==> config.mk <==
export PLATFORM = sky130hd
export DESIGN_NAME = imem_loader
export DESIGN_NICKNAME = d
export VERILOG_FILES = /design/src/rtl/imem_loader.sv
export SDC_FILE = /design/constraint.sdc
export NUM_CORES = 1
export LEC_CHECK = 0
export ABC_AREA = 1
export CORE_MARGIN = 1.5
export CORE_UTILIZATION = 45
export DETAILED_ROUTE_END_ITERATION = 6
export PLACE_DENSITY = 0.82
export SLEW_MARGIN = 5
export SYNTH_ARGS = -nofsm -noshare
export SYNTH_HDL_FRONTEND = slang
export SYNTH_SLANG_ARGS = --single-unit
==> constraint.sdc <==
create_clock -name clk -period 3.8 [get_ports clk]
set_input_delay 0.76 -clock clk [delete_from_list [all_inputs] [get_ports clk]]
set_output_delay 0.76 -clock clk [all_outputs]
set_load 0.02 [all_outputs]
==> src/rtl/imem_loader.sv <==
// ============================================================================
//  Module      : imem_loader
//  Description : Streams program bytes into 32-bit little-endian words and
//                writes them into instruction memory, holding the CPU while
//                a load is in progress.
//  Revision    : 1.0 - initial release
// ============================================================================
`default_nettype none

module imem_loader #(
   parameter int DEPTH = 64
) (
   input  logic        clk,
   input  logic        reset,
   input  logic        start,
   input  logic [6:0]  word_count,
   input  logic        byte_valid,
   input  logic [7:0]  byte_data,
   output logic        byte_ready,
   output logic        we,
   output logic [7:0]  waddr,
   output logic [31:0] wdata,
   output logic        cpu_hold,
   output logic        done
);

   localparam logic [6:0] DEPTH_CNT = 7'(DEPTH);

   typedef enum logic [1:0] {
      S_IDLE    = 2'd0,
      S_COLLECT = 2'd1,
      S_WRITE   = 2'd2,
      S_DONE    = 2'd3
   } state_t;

   state_t      state;
   state_t      state_next;
   logic [6:0]  count;
   logic [6:0]  word_idx;
   logic [1:0]  byte_idx;
   logic [23:0] word_buf;
   logic [6:0]  start_count;
   logic        accept;
   logic        last_word;

   // Requested length saturated at the memory depth
   assign start_count = (word_count > DEPTH_CNT) ? DEPTH_CNT : word_count;
   assign accept      = byte_valid && (state == S_COLLECT);
   assign last_word   = (word_idx == (count - 7'd1));

   // State register
   always_ff @(posedge clk or posedge reset) begin
      if (reset) begin
         state <= S_IDLE;
      end else begin
         state <= state_next;
      end
   end

   // Next-state and Moore outputs; all outputs decode from the state so reset
   // forces them low without waiting for a clock edge
   always_comb begin
      state_next = state;
      byte_ready = 1'b0;
      we         = 1'b0;
      done       = 1'b0;
      cpu_hold   = 1'b1;
      case (state)
         S_IDLE: begin
            cpu_hold = 1'b0;
            if (start) begin
               state_next = (start_count == 7'd0) ? S_DONE : S_COLLECT;
            end
         end
         S_COLLECT: begin
            byte_ready = 1'b1;
            if (byte_valid && (byte_idx == 2'd3)) begin
               state_next = S_WRITE;
            end
         end
         S_WRITE: begin
            we         = 1'b1;
            state_next = last_word ? S_DONE : S_COLLECT;
         end
         S_DONE: begin
            done       = 1'b1;
            state_next = S_IDLE;
         end
         default: begin
            state_next = S_IDLE;
         end
      endcase
   end

   // Datapath: length latch, byte assembly, write address/data registers
   always_ff @(posedge clk or posedge reset) begin
      if (reset) begin
         count    <= 7'd0;
         word_idx <= 7'd0;
         byte_idx <= 2'd0;
         word_buf <= 24'd0;
         waddr    <= 8'd0;
         wdata    <= 32'd0;
      end else begin
         if ((state == S_IDLE) && start) begin
            count    <= start_count;
            word_idx <= 7'd0;
            byte_idx <= 2'd0;
         end
         if (accept) begin
            byte_idx <= byte_idx + 2'd1;
            case (byte_idx)
               2'd0: word_buf[7:0]   <= byte_data;
               2'd1: word_buf[15:8]  <= byte_data;
               2'd2: word_buf[23:16] <= byte_data;
               default: begin
                  // Final byte completes the word; present it during WRITE
                  wdata <= {byte_data, word_buf};
                  waddr <= {word_idx[5:0], 2'b00};
               end
            endcase
         end
         if ((state == S_WRITE) && !last_word) begin
            word_idx <= word_idx + 7'd1;
         end
      end
   end

endmodule

`default_nettype wire

==> results.toml <==
[yosys]
synth_top_family_by_area = "simple AND/OR/NAND/NOR gates"
synth_top_area_share_pct = 55.94
yosys.area.top_type = "dfrtp_1"
synth_cell_types = 26
yosys.area_share.simple_pct = 17.66
synthAdderAreaFrac_pct = 2.098
postSynthCellCount = 366
synth_edf_count = 0
syn_avg_cell_area_um2 = 9.777
yosysMostFrequentCell = "nand2_1"
synth.yosys.seq_area_share_pct = 55.94
synthMuxAreaShare_pct = 9.860
syn-cell-area_um2 = 3578
ys_top_cells_by_count = "100 x nand2_1, 80 x dfrtp_1, 46 x o21ai_0, 40 x inv_1, 23 x nand3_1"
ys_warn_count = 0
async_flop_share_pct = 100.0
synth_compound_area_share_pct = 7.063
ys.flop_type = "dfrtp_1"
synth.area.top_cells = "dfrtp_1 56%, nand2_1 10%, mux2_4 9.2%"
synth_xor_area_share_pct = 0.4895
ys_ff_latch = 80

[critical_path]
critPathKind = "flip-flop to output port"
critical_path.endpoint_type = "output port"
cp_max_fo = 10
reg2reg_slack_ps = 1970
cp.arrival_ps = 1970
start_kind = "flip-flop"
required_ps = 3040

[drt]
dr.pass1.iters = 4
num_vias = 2680
ant_nets = 0
first_iter_violations = 135
wl_mm = 7.590
routedWlPerCell_um = 14.16
drc = 0
viasPerCell = 5.000

[sta]
max_freq_mhz = 366.5
hold_violations = 0
timing.final.crit_share_pct = 71.80
slew_headroom_pct = 46.61
whs_ps = 492.4
rsz0062_at_grt = "no"
tightestPinTransition_ps = 799.9
finalClockSkew_ps = 7.794
slew_violations = 0
fin_crit_ps = 2728
finalSetupViolCount = 0
setup_tns_ps = 0
layout_setup_ws_ps = 1072

[global_routing]
grt_usage_pct = 19.24
busiest_layer = "met2"
use_met3_pct = 4.809
grt_pass1_wl_mm = 12.65
grt_antenna_before_repair = 0
overflow = 0
grt_pass1_vias = 2667
met2_usage_pct = 31.05
use_met1_pct = 25.41
grt_max_degree = 53

[final_layout]
areaGrowthSynthToFinish_pct = 25.52
nFillCells = 639
final_layout_size_suffix_gt1_share_pct = 11.98
layout.cells.non_filler = 536
final_design_area_no_fill_um2 = 4492
nets = 454
final_util_pct = 58.13
antennaDiodeCount = 0

[floorplan]
die-height_um = 92.18
die_width_um = 92.18
io_pins = 63
core_um2 = 7727
initial_core_util_pct = 46.31
die-area_um2 = 8496
rows = 32

[worst_hold_path]
hp-class = "flip-flop to flip-flop"

[flow_run]
cap_violations = 0

[cts]
cts_resized = 0
clock_path_buffers = 2
clkTransAtPathRegs_ps = 80
cts_tree = "done"
post_cts_buffers = 0
cts_buffers = 9
cts_hold_buf = 0
clock-sinks = 80
htree_levels = 3
clock-root-buffer = "clkbuf_8"
clk_latency_ps = 360

[run_status]
status = "finished clean"

[placement]
post-dp-hpwl_mm = 5.301
gp_congestion = 0.8416
portBuffers = 60
dp_cells = 520
post-place-ws_ps = 1380
placed_area_um2 = 4249

[power]
p_total_mw = 3.622
vdd_ir_drop_max_uv = 384.2
p_leak_nw = 2.267
cellPowerDensity_nw_per_um2 = 806.2
sequential cells by signal, summed over array words and instances, names as in the netlist:
name	cells
byte_idx	2
count	7
state	2
waddr	6
wdata	32
word_buf	24
word_idx	7
cells by family (layout without fill, tap and decap cells):
logic type | count (synthesis) | in the layout
buffers and inverters | 54 | 121
and+or+nand+nor | 149 | 149
adders and majority gates | 6 | 6
xor gates and xnor gates | 2 | 2
other | 1 | 2
muxes | 24 | 24
DFF | 80 | 80
AOI/OAI and AO/OA | 50 | 50
where the power goes:
group / switching (mW) / internal [mW] / leakage, nW / total (mW)
combinational: 0.767 / 0.670 / 1.11 / 1.44
sequential: 0.230 / 1.19 / 1.04 / 1.42
clock: 0.324 / 0.441 / 0.117 / 0.765
placed cells by master (no fill, tap or decap), types with 2 or more instances in the layout:
| cell | synthesis | routed |
|---|---|---|
| inv_1 | 40 | 39 |
| xor2_1 | 2 | 2 |
| nor2_1 | 14 | 14 |
| nand4_1 | 4 | 4 |
| bufinv_16 | 0 | 3 |
| a21oi_1 | 2 | 2 |
| mux2_4 | 22 | 22 |
| o22ai_1 | 2 | 2 |
| clkinv_2 | 1 | 2 |
| nand2_1 | 100 | 100 |
| ha_1 | 6 | 6 |
| clkdlybuf4s50_1 | 0 | 60 |
| buf_4 | 2 | 2 |
| nand3_1 | 23 | 23 |
| mux2_2 | 2 | 2 |
| nand2_4 | 3 | 3 |
| inv_6 | 0 | 2 |
| conb_1 | 1 | 2 |
| dfrtp_1 | 80 | 80 |
| o21ai_0 | 46 | 46 |
| clkbuf_8 | 0 | 9 |
| nor2_2 | 2 | 2 |
final timing paths:
kind / from / to / cells past startpoint
hold / removal: wdata[26] / wdata[26] / 2
setup / recovery: state[0] / we / 2
max in group asynchronous: reset / wdata[23] / 3
setup reg to reg: count[0] / word_idx[6] / 12
hold reg to reg: wdata[26] / wdata[26] / 2
min in group asynchronous: reset / count[3] / 2
layer usage:
layer / wire (um) / up-vias
met1: 3406 / 1286
li1: - / 1295
met4: 108 / 0
met2: 3672 / 86
met3: 402 / 13
met5: 0 / -
cell type report:
cell class / instances / area, um2 / area share (%)
multi-input combinational: 233 / 1338 / 29.78
inverter: 43 / 166.4 / 3.705
clock inverter: 6 / 115.1 / 2.563
tap: 102 / 127.6 / 2.841
timing repair buffer: 62 / 615.6 / 13.70
sequential: 80 / 2002 / 44.57
clock buffer: 10 / 127.6 / 2.841
worst max-delay path: stages (launching register included):
cell and delay, ps:
dfrtp_1 420, nor2_2 470, clkdlybuf4s50_1 720
Note: power is estimated with default switching activity, not from simulation.
